## src/rtl/median_window_filter.sv

```systemverilog
// Per-channel median of an NxN RGB window using an odd-even transposition sort.
// The sort runs one compare-swap phase per clock, and the result is handed off on a valid/ack handshake.
module median_window_filter #(
   parameter int WINDOW_SIZE = 3,
   parameter int DATA_WIDTH  = 24,
   parameter int CH_WIDTH    = DATA_WIDTH / 3
) (
   input  logic                                             Med_Clk,
   input  logic                                             Med_Rset,
   input  logic [DATA_WIDTH*WINDOW_SIZE*WINDOW_SIZE-1:0]    Med_Wind_Data,
   input  logic                                             Med_Wind_RDY,
   output logic                                             Med_Busy,
   output logic [DATA_WIDTH-1:0]                            Med_Pixel,
   output logic                                             Med_Valid,
   input  logic                                             Med_Ack
);

   localparam int NPIX    = WINDOW_SIZE * WINDOW_SIZE;
   localparam int MID     = (NPIX - 1) / 2;
   localparam int PHASE_W = $clog2(NPIX);
   localparam int WIN_W   = DATA_WIDTH * NPIX;

   typedef logic [NPIX-1:0][CH_WIDTH-1:0] ch_arr_t;
   typedef enum logic [1:0] {IDLE, SORT, DONE} state_t;

   state_t               state;
   logic [PHASE_W-1:0]   phase;
   logic                 rdy_q;
   logic                 start;
   ch_arr_t              r_arr, g_arr, b_arr;
   ch_arr_t              r_in, g_in, b_in;
   ch_arr_t              r_nxt, g_nxt, b_nxt;

   // One transposition phase; even phases pair (0,1),(2,3)..., odd phases (1,2),(3,4)...
   function automatic ch_arr_t oet_phase(input ch_arr_t a, input logic odd);
      ch_arr_t res;
      res = a;
      for (int i = 0; i < NPIX - 1; i++) begin
         if ((odd == 1'(i % 2)) && (a[i] > a[i+1])) begin
            res[i]   = a[i+1];
            res[i+1] = a[i];
         end
      end
      return res;
   endfunction

   assign start = Med_Wind_RDY & ~rdy_q;

   // Pixel 0 lives at the MSBs of the flattened window.
   always_comb begin
      r_in = '0;
      g_in = '0;
      b_in = '0;
      for (int i = 0; i < NPIX; i++) begin
         r_in[i] = Med_Wind_Data[WIN_W-1-DATA_WIDTH*i -: CH_WIDTH];
         g_in[i] = Med_Wind_Data[WIN_W-1-DATA_WIDTH*i-CH_WIDTH -: CH_WIDTH];
         b_in[i] = Med_Wind_Data[WIN_W-1-DATA_WIDTH*i-2*CH_WIDTH -: CH_WIDTH];
      end
   end

   always_comb begin
      r_nxt = oet_phase(r_arr, phase[0]);
      g_nxt = oet_phase(g_arr, phase[0]);
      b_nxt = oet_phase(b_arr, phase[0]);
   end

   always_ff @(posedge Med_Clk) begin
      if (Med_Rset) begin
         state     <= IDLE;
         phase     <= '0;
         rdy_q     <= 1'b1;
         r_arr     <= '0;
         g_arr     <= '0;
         b_arr     <= '0;
         Med_Busy  <= 1'b0;
         Med_Valid <= 1'b0;
         Med_Pixel <= '0;
      end else begin
         // Tracks the level even while busy, so a held level never re-triggers.
         rdy_q <= Med_Wind_RDY;
         unique case (state)
            IDLE: begin
               if (start) begin
                  r_arr    <= r_in;
                  g_arr    <= g_in;
                  b_arr    <= b_in;
                  phase    <= '0;
                  Med_Busy <= 1'b1;
                  state    <= SORT;
               end
            end
            SORT: begin
               r_arr <= r_nxt;
               g_arr <= g_nxt;
               b_arr <= b_nxt;
               phase <= phase + PHASE_W'(1);
               if (phase == PHASE_W'(NPIX - 1)) begin
                  state <= DONE;
               end
            end
            DONE: begin
               if (!Med_Valid) begin
                  Med_Pixel <= DATA_WIDTH'({r_arr[MID], g_arr[MID], b_arr[MID]});
                  Med_Valid <= 1'b1;
               end else if (Med_Ack) begin
                  Med_Valid <= 1'b0;
                  Med_Busy  <= 1'b0;
                  state     <= IDLE;
               end
            end
            default: begin
               state    <= IDLE;
               Med_Busy <= 1'b0;
            end
         endcase
      end
   end

endmodule

```

## config.mk

```make
export PLATFORM = sky130hd
export DESIGN_NAME = median_window_filter
export DESIGN_NICKNAME = d
export VERILOG_FILES = /design/src/rtl/median_window_filter.sv
export SDC_FILE = /design/constraint.sdc
export NUM_CORES = 1
export LEC_CHECK = 0
export BUFFER_PORTS_ARGS = -buffer_cell sky130_fd_sc_hd__buf_2
export CAP_MARGIN = 20
export CORE_MARGIN = 5
export CORE_UTILIZATION = 30
export CTS_CLUSTER_DIAMETER = 200
export DETAILED_ROUTE_END_ITERATION = 7
export GPL_ROUTABILITY_DRIVEN = 0
export GPL_TIMING_DRIVEN = 0
export SYNTH_ARGS = -nofsm -noshare
export SYNTH_HDL_FRONTEND = slang
export SYNTH_SLANG_ARGS = --single-unit
```

## constraint.sdc

```tcl
create_clock -name Med_Clk -period 4.6 [get_ports Med_Clk]
set_clock_uncertainty 0.05 [all_clocks]
set_input_delay 0.23 -clock Med_Clk [delete_from_list [all_inputs] [get_ports Med_Clk]]
set_output_delay 0.23 -clock Med_Clk [all_outputs]
set_load 0.01 [all_outputs]
```

### Word level (Yosys, flattened, before mapping)

Index checks and enable logic that the tools add are counted.

| storage, ports and cells | value |
|---|---|
| register bits | 249 |
| logic and storage cells | 197 |
| output and inout port bits | 26 |
| bits of input ports | 220 |

| operators by class | value |
|---|---|
| bitwise operators | 5 |
| reductions and logical operators | 57 |
| $add $sub $neg | 1 |
| equality and inequality tests | 34 |
| multiplexer cells | 43 |
| $lt $le $gt $ge | 24 |

Operator list:

| kind | count |
|---|---|
| case mux 72 bit (2 select lines) | 3 |
| two-way mux 16 bit | 24 |
| two-way mux 72 bit | 3 |
| greater-than comparator 8 bit | 24 |
| AND reduction 3 bit | 27 |
| inequality test 3 bit (second input constant) | 21 |
| logical AND 1 bit | 24 |
| inequality test 2 bit (second input constant) | 10 |
| two-way mux 2 bit | 4 |
| case mux 4 bit (2 select lines) | 1 |
| AND reduction 4 bit | 2 |
| case mux 2 bit (3 select lines) | 1 |
| two-way mux 1 bit | 5 |
| adder 4 x 1 -> 4 bit (second input constant) | 1 |
| == test 4 bit (second input constant) | 1 |
| two-way mux 4 bit | 1 |
| inverter 1 bit | 4 |
| AND reduction 2 bit | 2 |
| case mux 1 bit (3 select lines) | 1 |
| == test 2 x 1 -> 1 bit (second input constant) | 1 |
| == test 2 bit (second input constant) | 1 |
| zero test 2 bit | 1 |
| nonzero test 2 bit | 1 |
| bitwise AND 1 bit | 1 |

### Depth between registers and ports, before layout

| logic depth | value |
|---|---|
| word-level depth | 11 |
| depth in mapped cells | 11 |
| depth with buffers taken out | 8 |

### Worst setup path after synthesis

Ideal clock, no wire load.

| timing | value |
|---|---|
| path type | register to register |
| from | reg g_arr[33] in the netlist's numbering |
| to | reg g_arr[24] in the netlist's numbering |
| arrival time | 2.207 ns |
| slack | 2.225 ns |
| setup time | 0.117 ns |
| path buffers | 2 |
| stages on the path, launching flop included | 11 |
| period minus slack after synthesis | 2.375 ns |
| required time | 4.433 ns |
| cells stage by stage | dfxtp_1 inv_1 ha_1 nor2b_1 o211ai_1 a21oi_1 o21ai_0 clkbuf_1 clkbuf_1 o221ai_1 a32o_1 |

| on the way | value |
|---|---|
| cells in the longest elaborated chain, start to end | 4 |
| elaborated cells on any way between the ends | 6 |
| those cells by class | order compare (1); eq/ne (1); mux (2); reduce/logical (2) |

Ends and longest elaborated chain:

| element | line | source |
|---|---|---|
| start, declared | 30 | `ch_arr_t r_arr, g_arr, b_arr;` |
| start signal, assigned | 85 | `g_arr <= g_in;` |
| start signal, assigned | 94 | `g_arr <= g_nxt;` |
| greater-than comparator 8 bit (*) | 39 | `if ((odd == 1'(i % 2)) && (a[i] > a[i+1])) begin` |
| logical AND 1 bit (*) | 39 |  |
| inequality test 3 bit (no source line) / two-way mux 16 bit (equally long branches) | -- |  |
| AND reduction 3 bit (no source line) / case mux 72 bit (2 select lines) (equally long branches) | -- |  |

Every way passes the cells marked *; elsewhere a longest branch is shown, timed or not. The select of a mux whose other input is x is not followed.
A chain may end at the register's enable or synchronous reset.

### Worst setup path after layout

| timing | value |
|---|---|
| from | reg state[1] |
| to | reg g_arr[6] in the netlist's numbering |

| on the way | value |
|---|---|
| cells in the longest elaborated chain, start to end | 3 |
| elaborated cells on any way between the ends | 7 |
| those cells by class | eq/ne (3); mux (1); reduce/logical (3) |

Ends and longest elaborated chain:

| element | line | source |
|---|---|---|
| start, declared | 26 | `state_t state;` |
| start signal, assigned | 69 | `state <= IDLE;` |
| start signal, assigned | 89 | `state <= SORT;` |
| start signal, assigned | 98 | `state <= DONE;` |
| == test 2 x 1 -> 1 bit / zero test 2 bit (equally long branches) | 81 | `unique case (state)` |
| inequality test 2 bit (no source line) / nonzero test 2 bit (equally long branches) | -- |  |
| AND reduction 3 bit (no source line) | -- |  |

Parallel ways exist; a longest one is shown, timed or not.

==> results.md <==
* Maximum operating frequency at between 300 and 400 MHz
* Max Fanout on Critical Path at 10
* Final antenna diode count at 0
* Clock buffer depth at 3
* Relative max-transition margin at 0.3301
* # setup viols final at 0
* Static Leakage at around 8.5 nW
* DRC violation count after routing at 0
* Clock latency of the later-clocked register in the worst-skew pair at just under 600 ps
* Crit Path Category: reg2reg
* Average wire per cell in the routed design at approximately 22 um
* Pin slew with the least headroom to its limit at between 1000 and 1500 ps
* Top flip-flop cell by instance count after synthesis: sky130_fd_sc_hd__dfxtp_1
* Average cell area after synthesis at a little over 8 sq um
* Number of pins exceeding their max-slew limit in the final report at 0
* Instance area at placement at approximately 19000 sq um
* Post-DP HPWL at roughly 58000 um
* Unrepaired setup endpoints after global routing: false
* Number of buffers inserted to repair setup after CTS at 0
* CTS tree: yes
* Area occupied by registers at roughly 5000 sq um
* Core box area at 56500 sq um
* Final net count at 2917
* Die H at between 200 and 250 um
* Post-Synth XOR/XNOR Area at 0
* Share of post-route cells with drive strength above 1 at 0.1474
* Count of endpoints failing hold in the final timing report at 0
* Compound-cell area share of the yosys netlist at 0.3193
* Non-filler cells in the finished layout at 3280
* Drt total wl at roughly 73000 um
* Final-layout setup total negative slack at 0 ps
* Clock root buffer master: sky130_fd_sc_hd__clkbuf_16
* Nets in the synthesized netlist at 2497
* Post-synthesis adder-cell area fraction at 0.1416
* Largest family of logic cells by synthesized area: compound AO/OA/AOI/OAI gates
* Total via count in the routed design at between 15000 and 20000
* Setup slack at placement at between 1500 and 2000 ps
* Proportion of synthesized area in mux cells at 0.005330
* Cells after synthesis at ~2100
* Number of distinct library cell variants in the gate-level netlist after synthesis at 74
* R2r setup slk at about 1600 ps
* Footprint of the multi-input gates at ~11000 sq um
* Pin count of the biggest net entering global routing at 14
* Initial antenna violation count at 1
* Kind of launch point of the worst setup path: register
* First-pass detailed-route iteration total at 6
* Via-to-Cell Ratio at 5.708
* Total CTS buffers at 29
* CTS HTree Levels at 1
* Sequential element share of the synthesized area at 0.2909
* Clock period minus worst slack at between 2000 and 3000 ps
* Number of placed I/O pins at between 200 and 250
* Fraction of registers with async set or reset after synthesis at 0
* Fraction of the cycle the final worst path needs at 0.6501
* Clk pin slew, worst setup/hold paths at approximately 70 ps
* Synthesis-to-layout area growth at 26.50%
* Cell area power density at approximately 460 nW/um^2
* Count of flip-flops with a built-in enable after synthesis at 0
* Number of design-rule violations left by the first detailed-router iteration at 1812
* Number of global-route vias before repair at around 19000
* Overall Global Routing Usage at 0.2215
* Synth warnings at 0
* Data arrival, critical path at around 3400 ps
* Fillcell total at approximately 5700
* First-pass GRT wire length at roughly 110000 um
* Setup crit end kind: register
* Number of storage elements in the synthesis netlist at 249
* Post-synth design cell area at 17140 sq um
* CTS Sinks at 249
* Antenna viol nets, final at 0
* Run status: finished, final reports clean
* Effective utilization at floorplan at 0.3033
* Aggregate global routing overflow at 0
* Placed cells at around 3000
* Data required time of the worst path at between 5000 and 6000 ps
* Placement Rows at 87
* Layout Cell Area excl Fill at between 20000 and 25000 sq um
* Fin worst setup slack at 1609 ps
* Number of port buffers at approximately 240
* Fraction of the mapped netlist area in simple logic gates at 0.1653
* Die width at 249.0 um
* Overall die area at 62010 sq um
* Type of the most critical hold path: in2reg
* Worst ir drop on vdd at slightly above 300 uV
* Count of maximum capacitance violations at 0
==> worst max-delay path, cell delays in order (launching register included) <==
cell and delay, ps:
sky130_fd_sc_hd__dfxtp_1 450, sky130_fd_sc_hd__nand2b_1 130, sky130_fd_sc_hd__buf_2 300, sky130_fd_sc_hd__buf_2 390, sky130_fd_sc_hd__buf_2 300, sky130_fd_sc_hd__buf_1 670
sky130_fd_sc_hd__nand2_1 280, sky130_fd_sc_hd__a311oi_1 300
==> cell usage in the layout, fill, tap and decap left out, types with 9 or more instances in the layout <==
| cell | synthesis | layout |
|---|---|---|
| sky130_fd_sc_hd__clkbuf_1 | 73 | 82 |
| sky130_fd_sc_hd__a221o_1 | 17 | 17 |
| sky130_fd_sc_hd__nor2b_1 | 24 | 24 |
| sky130_fd_sc_hd__buf_2 | 28 | 272 |
| sky130_fd_sc_hd__a22oi_1 | 12 | 12 |
| sky130_fd_sc_hd__nor2_1 | 167 | 167 |
| sky130_fd_sc_hd__nand3_1 | 34 | 34 |
| sky130_fd_sc_hd__dlygate4sd3_1 | 0 | 144 |
| sky130_fd_sc_hd__a21o_1 | 12 | 12 |
| sky130_fd_sc_hd__and2_1 | 11 | 11 |
| sky130_fd_sc_hd__a32o_1 | 72 | 72 |
| sky130_fd_sc_hd__inv_1 | 196 | 196 |
| sky130_fd_sc_hd__buf_1 | 14 | 14 |
| sky130_fd_sc_hd__nand2b_1 | 58 | 58 |
| sky130_fd_sc_hd__o211ai_1 | 61 | 61 |
| sky130_fd_sc_hd__a22o_1 | 41 | 41 |
| sky130_fd_sc_hd__ha_1 | 194 | 194 |
| sky130_fd_sc_hd__o21ai_0 | 55 | 55 |
| sky130_fd_sc_hd__a221oi_1 | 30 | 30 |
| sky130_fd_sc_hd__o221ai_1 | 63 | 63 |
| sky130_fd_sc_hd__dfxtp_1 | 249 | 249 |
| sky130_fd_sc_hd__o2111ai_1 | 16 | 16 |
| sky130_fd_sc_hd__clkbuf_16 | 0 | 29 |
| sky130_fd_sc_hd__o32ai_1 | 48 | 48 |
| sky130_fd_sc_hd__nand2_1 | 238 | 238 |
| sky130_fd_sc_hd__a311oi_1 | 47 | 47 |
| sky130_fd_sc_hd__a21oi_1 | 125 | 125 |
| sky130_fd_sc_hd__nand4_1 | 44 | 44 |
| sky130_fd_sc_hd__buf_6 | 9 | 9 |
==> metrics by stage <==
stage / power [mW] / util / hold slack, ps
2_1_floorplan: 6.021 / - / 286.6
3_3_place_gp: 7.250 / 0.3417 / 394.5
3_5_place_dp: 7.397 / 0.3417 / 397.3
4_1_cts: 9.830 / 0.3836 / 0.9295
5_1_grt: 10.52 / 0.3837 / 15.28
6_report: 9.915 / 0.3837 / 7.107
==> registers in the layout (all words and copies together), names as in the netlist <==
signal and count:
g_arr 72, state 2, phase 4, Med_Valid 1
Med_Pixel 24, b_arr 72, r_arr 72, Med_Busy 1
rdy_q 1
==> layout make-up <==
| cell class | instances | area share |
|---|---|---|
| sequential | 249 | 0.2299 |
| tap | 756 | 0.04363 |
| clock buffer | 43 | 0.03821 |
| timing repair buffer | 389 | 0.1232 |
| buffer | 127 | 0.02724 |
| multi-input combinational | 1510 | 0.4992 |
| clock inverter | 9 | 0.004502 |
| inverter | 197 | 0.03411 |
==> final timing paths <==
check	end	cells past startpoint	start
worst max-delay path	g_arr[6]$_SDFFE_PP0P_	7	state[1]$_SDFFE_PP0P_
worst max register to register	g_arr[6]$_SDFFE_PP0P_	7	state[1]$_SDFFE_PP0P_
worst min-delay path	r_arr[16]$_SDFFE_PP0P_	3	Med_Wind_Data[160]
worst min register to register	Med_Pixel[11]$_SDFFE_PP0P_	2	Med_Pixel[11]$_SDFFE_PP0P_
==> synth_stat cells (9+ instances only) <==
cell type / number / area, sq um
sky130_fd_sc_hd__a21o_1: 12 / 90.09
sky130_fd_sc_hd__a21oi_1: 125 / 625.6
sky130_fd_sc_hd__a221o_1: 17 / 170.2
sky130_fd_sc_hd__a221oi_1: 30 / 262.8
sky130_fd_sc_hd__a22o_1: 41 / 359.1
sky130_fd_sc_hd__a22oi_1: 12 / 90.09
sky130_fd_sc_hd__a311oi_1: 47 / 411.6
sky130_fd_sc_hd__a32o_1: 72 / 720.7
sky130_fd_sc_hd__and2_1: 11 / 68.82
sky130_fd_sc_hd__buf_1: 14 / 52.55
sky130_fd_sc_hd__buf_2: 28 / 140.1
sky130_fd_sc_hd__buf_6: 9 / 101.4
sky130_fd_sc_hd__clkbuf_1: 73 / 274.0
sky130_fd_sc_hd__dfxtp_1: 249 / 4985
sky130_fd_sc_hd__ha_1: 194 / 2427
sky130_fd_sc_hd__inv_1: 196 / 735.7
sky130_fd_sc_hd__nand2_1: 238 / 893.4
sky130_fd_sc_hd__nand2b_1: 58 / 362.9
sky130_fd_sc_hd__nand3_1: 34 / 170.2
sky130_fd_sc_hd__nand4_1: 44 / 275.3
sky130_fd_sc_hd__nor2_1: 167 / 626.9
sky130_fd_sc_hd__nor2b_1: 24 / 150.1
sky130_fd_sc_hd__o2111ai_1: 16 / 140.1
sky130_fd_sc_hd__o211ai_1: 61 / 457.9
sky130_fd_sc_hd__o21ai_0: 55 / 275.3
sky130_fd_sc_hd__o221ai_1: 63 / 551.8
sky130_fd_sc_hd__o32ai_1: 48 / 420.4
==> per-layer routing <==
layer	up-vias	global-route usage	share of wire
li1	8724	-	-
met1	8946	0.2911	0.42
met2	891	0.3635	0.45
met3	162	0.03111	0.076
met4	0	0.09705	0.050
met5	-	0	0
==> what timing repair did <==
item                                   CTS  global route
endpoints found under the hold margin  144             0
gates resized for setup                  0             0
hold buffers                           144             0
setup endpoints to repair                0             0
==> power breakdown <==
group	internal [mW]	switching (mW)	leakage, nW	total (mW)
combinational	1.73	2.83	6.03	4.55
clock	1.35	0.995	0.456	2.34
sequential	2.54	0.479	2.04	3.02
==> cell families after synthesis <==
kind of cell | Yosys count
simple gates | 614
buf+inv | 324
flops | 249
mux | 9
fa+ha+maj | 194
compound gates | 693
No activity file was read; power rests on OpenSTA's default activity.
